File: config.mk
export PLATFORM = sky130hd
export DESIGN_NAME = vr_packet_arbiter_flat
export DESIGN_NICKNAME = d
export VERILOG_FILES = /design/src/rtl/vr_arb_pkg.sv /design/src/rtl/vr_packet_arbiter_if.sv /design/src/rtl/vr_packet_arbiter_rr_priority_pick.sv /design/src/rtl/vr_packet_arbiter.sv /design/src/flat_wrapper.sv
export SDC_FILE = /design/constraint.sdc
export NUM_CORES = 1
export LEC_CHECK = 0
export BUFFER_PORTS_ARGS = -buffer_cell sky130_fd_sc_hd__buf_4
export CAP_MARGIN = 20
export CORE_ASPECT_RATIO = 2
export CORE_UTILIZATION = 37
export CTS_CLUSTER_SIZE = 14
export DETAILED_ROUTE_END_ITERATION = 6
export PLACE_DENSITY = 0.89
export SLEW_MARGIN = 20
export SYNTH_ARGS = -nofsm -noshare
export SYNTH_HDL_FRONTEND = slang
export SYNTH_SLANG_ARGS = --single-unit
File: constraint.sdc
create_clock -name clk -period 1.8 [get_ports clk]
set_clock_uncertainty 0.15 [all_clocks]
set_input_delay 0.36 -clock clk [delete_from_list [all_inputs] [get_ports clk]]
set_output_delay 0.36 -clock clk [all_outputs]
set_load 0.02 [all_outputs]
File: src/rtl/vr_arb_pkg.sv
// Shared types and helpers for the packet round-robin arbiter.
package vr_arb_pkg;

  typedef enum logic [0:0] {ARB_IDLE, ARB_LOCKED} arb_state_t;

  // Modulo increment that stays correct for non-power-of-two requester counts.
  function automatic int unsigned rr_next(input int unsigned ptr, input int unsigned n);
    return (ptr + 32'd1 >= n) ? 32'd0 : ptr + 32'd1;
  endfunction

endpackage

File: src/rtl/vr_packet_arbiter_if.sv
// Requester-side and sink-side valid-ready bundle of the packet arbiter.
interface vr_packet_arbiter_if #(
  parameter int unsigned NUM_REQ = 4,
  parameter int unsigned DATA_W  = 32
);
  localparam int unsigned ID_W = $clog2(NUM_REQ);

  logic [NUM_REQ-1:0][DATA_W-1:0] req_data;
  logic [NUM_REQ-1:0]             req_last;
  logic [NUM_REQ-1:0]             req_valid;
  logic [NUM_REQ-1:0]             req_ready;
  logic [DATA_W-1:0]              out_data;
  logic                           out_last;
  logic                           out_valid;
  logic                           out_ready;
  logic [ID_W-1:0]                grant_id;
  logic                           grant_active;

  // Arbiter side.
  modport master (
    input  req_data, req_last, req_valid, out_ready,
    output req_ready, out_data, out_last, out_valid, grant_id, grant_active
  );

  // Requesters plus sink side.
  modport slave (
    output req_data, req_last, req_valid, out_ready,
    input  req_ready, out_data, out_last, out_valid, grant_id, grant_active
  );

endinterface

File: src/rtl/vr_packet_arbiter_rr_priority_pick.sv
// Combinational round-robin pick: first valid requester at or after rr_ptr, with wrap.
module rr_priority_pick #(
  parameter int unsigned NUM_REQ = 4,
  localparam int unsigned ID_W   = $clog2(NUM_REQ)
) (
  input  logic [NUM_REQ-1:0] req_valid,
  input  logic [ID_W-1:0]    rr_ptr,
  output logic [ID_W-1:0]    pick_id,
  output logic               pick_any
);

  // Scan NUM_REQ candidates starting at rr_ptr; the first hit wins.
  always_comb begin
    int unsigned idx;
    pick_id  = '0;
    pick_any = 1'b0;
    idx      = 0;
    for (int unsigned k = 0; k < NUM_REQ; k++) begin
      idx = 32'(rr_ptr) + k;
      if (idx >= NUM_REQ) idx = idx - NUM_REQ;
      if (!pick_any && req_valid[ID_W'(idx)]) begin
        pick_any = 1'b1;
        pick_id  = ID_W'(idx);
      end
    end
  end

endmodule

File: src/rtl/vr_packet_arbiter.sv
// Packet-granular round-robin arbiter feeding one registered valid-ready stage.
module vr_packet_arbiter
  import vr_arb_pkg::*;
#(
  parameter int unsigned NUM_REQ = 4,
  parameter int unsigned DATA_W  = 32
) (
  input logic                 clk,
  input logic                 nrst,
  input logic                 en,
  input logic                 sync_rst,
  vr_packet_arbiter_if.master bus
);

  localparam int unsigned ID_W = $clog2(NUM_REQ);

  arb_state_t        state_q, state_d;
  logic [ID_W-1:0]   rr_ptr_q, rr_ptr_d;
  logic [ID_W-1:0]   grant_id_q, grant_id_d;
  logic [DATA_W-1:0] out_data_q, out_data_d;
  logic              out_last_q, out_last_d;
  logic              out_valid_q, out_valid_d;
  logic [ID_W-1:0]   pick_id;
  logic              pick_any;
  logic              can_load;
  logic              accept;
  logic [NUM_REQ-1:0] req_ready;

  rr_priority_pick #(
    .NUM_REQ (NUM_REQ)
  ) u_pick (
    .req_valid (bus.req_valid),
    .rr_ptr    (rr_ptr_q),
    .pick_id   (pick_id),
    .pick_any  (pick_any)
  );

  // The out register can take a beat when empty or draining this cycle.
  assign can_load = en & (~out_valid_q | bus.out_ready);

  // Only the locked requester ever sees ready; no path from req_valid.
  always_comb begin
    req_ready = '0;
    if (state_q == ARB_LOCKED) req_ready[grant_id_q] = can_load;
  end

  assign accept = (state_q == ARB_LOCKED) & bus.req_valid[grant_id_q] & can_load;

  // Grant FSM: lock on arbitration, release after the last beat is accepted.
  always_comb begin
    state_d    = state_q;
    grant_id_d = grant_id_q;
    rr_ptr_d   = rr_ptr_q;
    unique case (state_q)
      ARB_IDLE: begin
        if (en && pick_any) begin
          state_d    = ARB_LOCKED;
          grant_id_d = pick_id;
        end
      end
      ARB_LOCKED: begin
        if (accept && bus.req_last[grant_id_q]) begin
          state_d  = ARB_IDLE;
          rr_ptr_d = ID_W'(rr_next(32'(grant_id_q), NUM_REQ));
        end
      end
      default: state_d = ARB_IDLE;
    endcase
  end

  // Out stage: load on accept, otherwise clear valid once the sink takes it.
  always_comb begin
    out_data_d  = out_data_q;
    out_last_d  = out_last_q;
    out_valid_d = out_valid_q;
    if (accept) begin
      out_data_d  = bus.req_data[grant_id_q];
      out_last_d  = bus.req_last[grant_id_q];
      out_valid_d = 1'b1;
    end else if (out_valid_q && bus.out_ready) begin
      out_valid_d = 1'b0;
    end
  end

  // State registers; either reset source abandons any packet in flight.
  always_ff @(posedge clk) begin
    if (!nrst || sync_rst) begin
      state_q     <= ARB_IDLE;
      rr_ptr_q    <= '0;
      grant_id_q  <= '0;
      out_data_q  <= '0;
      out_last_q  <= 1'b0;
      out_valid_q <= 1'b0;
    end else begin
      state_q     <= state_d;
      rr_ptr_q    <= rr_ptr_d;
      grant_id_q  <= grant_id_d;
      out_data_q  <= out_data_d;
      out_last_q  <= out_last_d;
      out_valid_q <= out_valid_d;
    end
  end

  assign bus.req_ready    = req_ready;
  assign bus.out_data     = out_data_q;
  assign bus.out_last     = out_last_q;
  assign bus.out_valid    = out_valid_q;
  assign bus.grant_id     = grant_id_q;
  assign bus.grant_active = (state_q == ARB_LOCKED);

endmodule

File: src/flat_wrapper.sv
// flat-port wrapper written by rule: the top's interface ports become plain ports
module vr_packet_arbiter_flat import vr_arb_pkg::*;
#(
  parameter int unsigned NUM_REQ = 4,
  parameter int unsigned DATA_W  = 32
)
  (clk, nrst, en, sync_rst, bus_req_data, bus_req_last, bus_req_valid, bus_out_ready, bus_req_ready, bus_out_data, bus_out_last, bus_out_valid, bus_grant_id, bus_grant_active);
  vr_packet_arbiter_if #(.NUM_REQ(NUM_REQ), .DATA_W(DATA_W)) bus_i ();
  input logic clk;
  input logic nrst;
  input logic en;
  input logic sync_rst;
  input wire logic [$bits(bus_i.req_data)-1:0] bus_req_data;
  input wire logic [$bits(bus_i.req_last)-1:0] bus_req_last;
  input wire logic [$bits(bus_i.req_valid)-1:0] bus_req_valid;
  input wire logic [$bits(bus_i.out_ready)-1:0] bus_out_ready;
  output wire logic [$bits(bus_i.req_ready)-1:0] bus_req_ready;
  output wire logic [$bits(bus_i.out_data)-1:0] bus_out_data;
  output wire logic [$bits(bus_i.out_last)-1:0] bus_out_last;
  output wire logic [$bits(bus_i.out_valid)-1:0] bus_out_valid;
  output wire logic [$bits(bus_i.grant_id)-1:0] bus_grant_id;
  output wire logic [$bits(bus_i.grant_active)-1:0] bus_grant_active;
  assign bus_i.req_data = bus_req_data;
  assign bus_i.req_last = bus_req_last;
  assign bus_i.req_valid = bus_req_valid;
  assign bus_i.out_ready = bus_out_ready;
  assign bus_req_ready = bus_i.req_ready;
  assign bus_out_data = bus_i.out_data;
  assign bus_out_last = bus_i.out_last;
  assign bus_out_valid = bus_i.out_valid;
  assign bus_grant_id = bus_i.grant_id;
  assign bus_grant_active = bus_i.grant_active;
  vr_packet_arbiter #(.NUM_REQ(NUM_REQ), .DATA_W(DATA_W)) u_core (.clk(clk), .nrst(nrst), .en(en), .sync_rst(sync_rst), .bus(bus_i));
endmodule
==> results of run 1 <==
state kept, by name (all words and copies together), names as in the netlist:
| name | count |
|---|---|
| u_core.bus.grant_active | 1 |
| u_core.bus.grant_id | 2 |
| u_core.bus.out_data | 32 |
| u_core.bus.out_last | 1 |
| u_core.bus.out_valid | 1 |
| u_core.rr_ptr_q | 2 |
repair_timing:
action	CTS	global route
resized for setup	9	4
buffers inserted	5	2
cloned	1	0
endpoints found under the setup margin	4	4
cell families after synthesis:
kind of cell             after synthesis  share of synthesized area, %
adder cells (fa/ha/maj)                4                          2.04
buffers and inverters                 26                          5.86
flip-flops                            39                          31.8
AO/OA/AOI/OAI                         48                          10.7
multiplexers                          35                          32.7
AND/OR/NAND/NOR                       95                          16.8
power breakdown:
part           internal (uW)  switching, uW
clock network            632            327
logic                    324            153
registers                869           7.22
total                   1820            488
final timing paths:
path | startpoint | slack (ns) | cells past startpoint | to
max reg2reg | u_core.bus.grant_id[1] | 0.08 | 4 | u_core.rr_ptr_q[0]
max | u_core.bus.grant_id[0] | 0.04 | 4 | bus_req_ready[1]
min | sync_rst | 0.24 | 4 | u_core.bus.grant_active
min reg2reg | u_core.bus.out_data[1] | 0.30 | 2 | u_core.bus.out_data[1]
through the flow:
stage	setup slack [ns]	TNS [ns]	area, sq um	power, uW
after floorplan	-0.0274	-0.821	2480	1070
after global placement	0.0690	0	3910	1350
after detailed placement	0.0359	0	3910	1360
after CTS	0.0148	0	4180	2330
after global routing	0.00578	0	4200	2400
final	0.0415	0	4200	2310
per-layer routing:
metal  GRT usage, %  wire length [microns]
met5              0                      0
met2           45.5                   4890
met4           10.7                    190
met3           3.96                    526
met1           24.6                   2790
placed cells by master (no fill, tap or decap), types with 4 or more instances in the layout:
| cell | n |
|---|---|
| a21oi_1 | 38 |
| and2_1 | 5 |
| and3_1 | 4 |
| buf_12 | 4 |
| buf_4 | 193 |
| clkbuf_16 | 6 |
| dfxtp_1 | 37 |
| mux4_1 | 4 |
| mux4_2 | 31 |
| nand2_1 | 72 |
| nand2b_1 | 4 |
tightest hold or removal path, delay by kind of cell:
family / cells / cell delay, ns
and+or+nand+nor: 3 / 0.17
buffers and inverters: 1 / 0.08
cell type report:
class | count | area (sq um) | area share (%)
flip-flops and latches | 39 | 788 | 18.8
well taps | 86 | 108 | 2.56
repair buffers | 199 | 1580 | 37.5
clock inverters | 1 | 5.00 | 0.119
clock buffers | 7 | 164 | 3.90
inverters | 5 | 21.3 | 0.506
multi-input cells | 182 | 1540 | 36.7
==> reports/metrics.cfg, run 1 <==
[power]
leakagePower_uw = 0.00182
max-vdd-ir-drop_mv = 0.424
power_density_nw_per_um2 = 550

[synthesis]
synth_cells = 247
synth_top_area_cell = dfxtp_1
synthFlopType = dfxtp_1
syn_nets = 392
ys_types = 28
synth_area_per_cell_sq_um = 9.93
synthArstFlopShare_pct = 0
yosysMostFrequentCell = nand2_1
seq_area_frac_synth_pct = 31.8
yosys-top-cells-count = nand2_1 (72), dfxtp_1 (39), a21oi_1 (38)
synth_top_area_share_pct = 31.8
syn_area_sq_um = 2450
synth_area_leaders = dfxtp_1 (32%), mux4_2 (28%), nand2_1 (11%), a21oi_1 (7.8%), mux4_1 (4.3%)
synth_edf_count = 0
synth_warnings = 0
ys_seq_elements = 39

[placement]
portBuffers = 181
dp_hpwl_microns = 6720
gp_congestion = 0.844
dp.cells = 503

[critical_path]
cpMaxStageDelayCell = dfxtp_4
cp_num_buf_inv = 2
cpLargestDelayFamily = flip-flops
crit_arrival_ns = 1.25
cp_slowest_stage_delay_ns = 0.37
start_kind = flip-flop
crit_fanout = 5
critPathKind = reg2out
cp-end-kind = primary output
crit_chain = buf_8 > ha_1 > and3_1 > buf_4
cp.required_ns = 1.29

[routing]
routed_wl_microns = 8400
ant_nets = 0
drt-wirelength-per-cell_microns = 16.2
first_iter_violations = 118
drc_errors = 0
vias_per_cell = 5.16
num_vias = 2676
first_pass_iters = 4

[run]
maxCapViolCount = 0

[timing]
hold_violations = 0
worst_pin_slew_ns = 0.396
rsz0062_at_grt = no
timing.hold.ws_ns = 0.236
finalCritPeriodShare_pct = 97.7
min_period_ns = 1.76
relSlewSlack_pct = 73.6
maxSlewViolCount = 0
timing.fmax_mhz = 569
setup_violations = 0

[floorplanning]
initial_core_util_pct = 38.6
core_area_sq_um = 6360
die_h_microns = 117
fp.dieArea_sq_um = 6980
die_w_microns = 59.6
io_pins = 182
rows = 41

[clocking]
worstSkewPairLatency_ns = 0.27
clkSinkCount = 39
clk_path_buf_depth = 2
cts.reportedPaths.clkPinSlew_ns = 0.06
holdBufCountCts = 0
cts-root-buf = clkbuf_16
cts_buffers = 5
cts_tree = yes
h-tree-depth = 2

[cells_and_area]
utilization_pct = 66.1
finalNonFillerCells = 519
nets = 577
drive_above_1_share_pct = 57.0
insertedDiodeCount = 0
fillers = 562
areaGrowthSynthToFinish_pct = 71.3

[worst_hold_path]
hp-class = in2reg

[global_route]
antenna_found_initial = 0
grt_pass1_wl_microns = 12400
grt_overflow = 0
grt_pass1_vias = 2737
grt_usage_pct = 23.9
grt_max_degree = 38

[run_status]
status = finished, final reports clean

Power figures use the tool's default switching activity.
==> run 2, diff against run 1 <==
- CORE_UTILIZATION: 37 -> 44
- PLACE_DENSITY: 0.89 -> 0.95
- clock period: 1.8 -> 2.2 ns (I/O delays scaled with it)
==> run 2 against run 1 <==
Net effect: global-route usage grew 5.6 points; clock power shrank 50%; combinational power shrank 21%; sequential share of layout area grew 1.2 points; count of clock-buffer cells in the layout shrank 1; non-clock buffer count shrank 10; routed wire length shrank 0.77%; first-iteration DRC count shrank 36%; power shrank 32%; via count grew 1.2%; critical path type unchanged; largest cell class is now multi-input gates.
==> reports/metrics.cfg, run 2 (synthesis results as in run 1) <==
[run_status]
status = finished, final reports clean

[floorplanning]
io_pins = 182
initial_core_util_pct = 45.7
die_w_microns = 54.8
fp.dieArea_sq_um = 5900
core_area_sq_um = 5370
die_h_microns = 108
rows = 38

[critical_path]
startpoint = u_core.bus.grant_id[1]
cpLargestDelayFamily = buffers and inverters
cpMaxStageDelayCell = dfxtp_2
crit_path_end = bus_req_ready[2]
worstReg2RegEnd = u_core.bus.out_data[11]
cp-end-kind = primary output
critPathKind = reg2out
ff2ff_path_depth = 5
cp_num_buf_inv = 2
regToRegSetupSlack_ns = 0.37
r2r-start = u_core.bus.grant_id[0]
start_kind = flip-flop
cp.required_ns = 1.61
crit_chain = buf_4 > ha_1 > and3_1 > buf_4
crit_fanout = 20
cpMostUsedCell = buf_4
crit_arrival_ns = 1.44
cp_slowest_stage_delay_ns = 0.39
crit_cells = 4

[cells_and_area]
insertedDiodeCount = 0
drive_above_1_share_pct = 54.7
areaGrowthSynthToFinish_pct = 60.1
final_cell_mix = buf_4 (188), nand2_1 (72), a21oi_1 (38)
largest_register_ffs = 32
nets = 567
final_common_cell = buf_4

[routing]
routed_wl_microns = 8330
vias_per_cell = 5.62
first_pass_iters = 4
num_vias = 2707
drt-wirelength-per-cell_microns = 17.3
ant_nets = 0
first_iter_violations = 75
drc_errors = 0

[clocking]
cts-root-buf = clkbuf_8
cts_setup_buffers = 0
clk_path_buf_depth = 2
clkSinkCount = 39
h-tree-depth = 2
cts.reportedPaths.clkPinSlew_ns = 0.07
cts_tree = yes
cts_resized = 0
worstSkewPairLatency_ns = 0.28
holdBufCountCts = 0
cts_buffers = 5

[timing]
timing.fmax_mhz = 492
relSlewSlack_pct = 66.7
finalCritPeriodShare_pct = 92.4
setup_violations = 0
tns_ns = 0
min_period_ns = 2.03
hold_violations = 0
rsz0062_at_grt = no
timing.hold.ws_ns = 0.308
worst_pin_slew_ns = 0.497
fin_ws_ns = 0.168
maxSlewViolCount = 0

[global_route]
grt_pass1_vias = 2803
grt_overflow = 0
antenna_found_initial = 0
grt_pass1_wl_microns = 12600
grt_max_degree = 38
grt_usage_pct = 29.5

[power]
finalPower_uw = 1570
leakagePower_uw = 0.00171
max-vdd-ir-drop_mv = 0.446
power_density_nw_per_um2 = 400

[worst_hold_path]
hp-class = reg2reg
hold_path_startpoint = u_core.bus.out_data[25]

[placement]
portBuffers = 181
gp_congestion = 0.810
place_ws_ns = 0.231
dp_hpwl_microns = 6770

[run]
maxCapViolCount = 0

[run 2: stage by stage]
stage | utilization [%] | cell area [sq um] | std cells
after floorplan | - | 2450 | 247
after global placement | 71.5 | 3840 | 475
after detailed placement | 71.5 | 3840 | 475
after CTS | 73.1 | 3930 | 482
after global routing | 73.1 | 3930 | 482
final | 73.1 | 3930 | 482
[run 2: worst min-delay path by stage]
| stage | slack (ns) | to | cells past startpoint |
|---|---|---|---|
| floorplan | 0.34 | u_core.rr_ptr_q[0] | 2 |
| global placement | 0.29 | u_core.bus.out_data[26] | 2 |
| detailed placement | 0.30 | u_core.bus.out_data[25] | 2 |
| CTS | 0.30 | u_core.bus.grant_active | 4 |
| global route | 0.33 | u_core.bus.out_data[4] | 2 |
| finish | 0.31 | u_core.bus.out_data[25] | 2 |
[run 2: layout make-up]
type,count,area [sq um]
clock buffers,6,82.6
fillers,390,1450
clock inverters,1,5.00
well taps,60,75.1
inverters,5,21.3
flip-flops and latches,39,783
multi-input cells,182,1530
repair buffers,189,1430
[run 2: worst min-delay path: cells and delay by family (launching register included)]
family / cells / cell delay [ns]
flops: 1 / 0.31
simple gates: 1 / 0.05
compound gates: 1 / 0.05
[run 2: metal layers]
layer,up-vias,GRT usage [%],wire length [microns]
met5,-,0,0
met4,0,15.9,406
met3,32,5.93,634
met2,156,51.0,4620
met1,1277,31.1,2670
li1,1242,-,-
[run 2: power by group]
part / total (uW) / switching [uW] / internal, uW
registers: 716 / 4.88 / 712
clock network: 480 / 234 / 246
logic: 376 / 125 / 252
total: 1570 / 363 / 1210
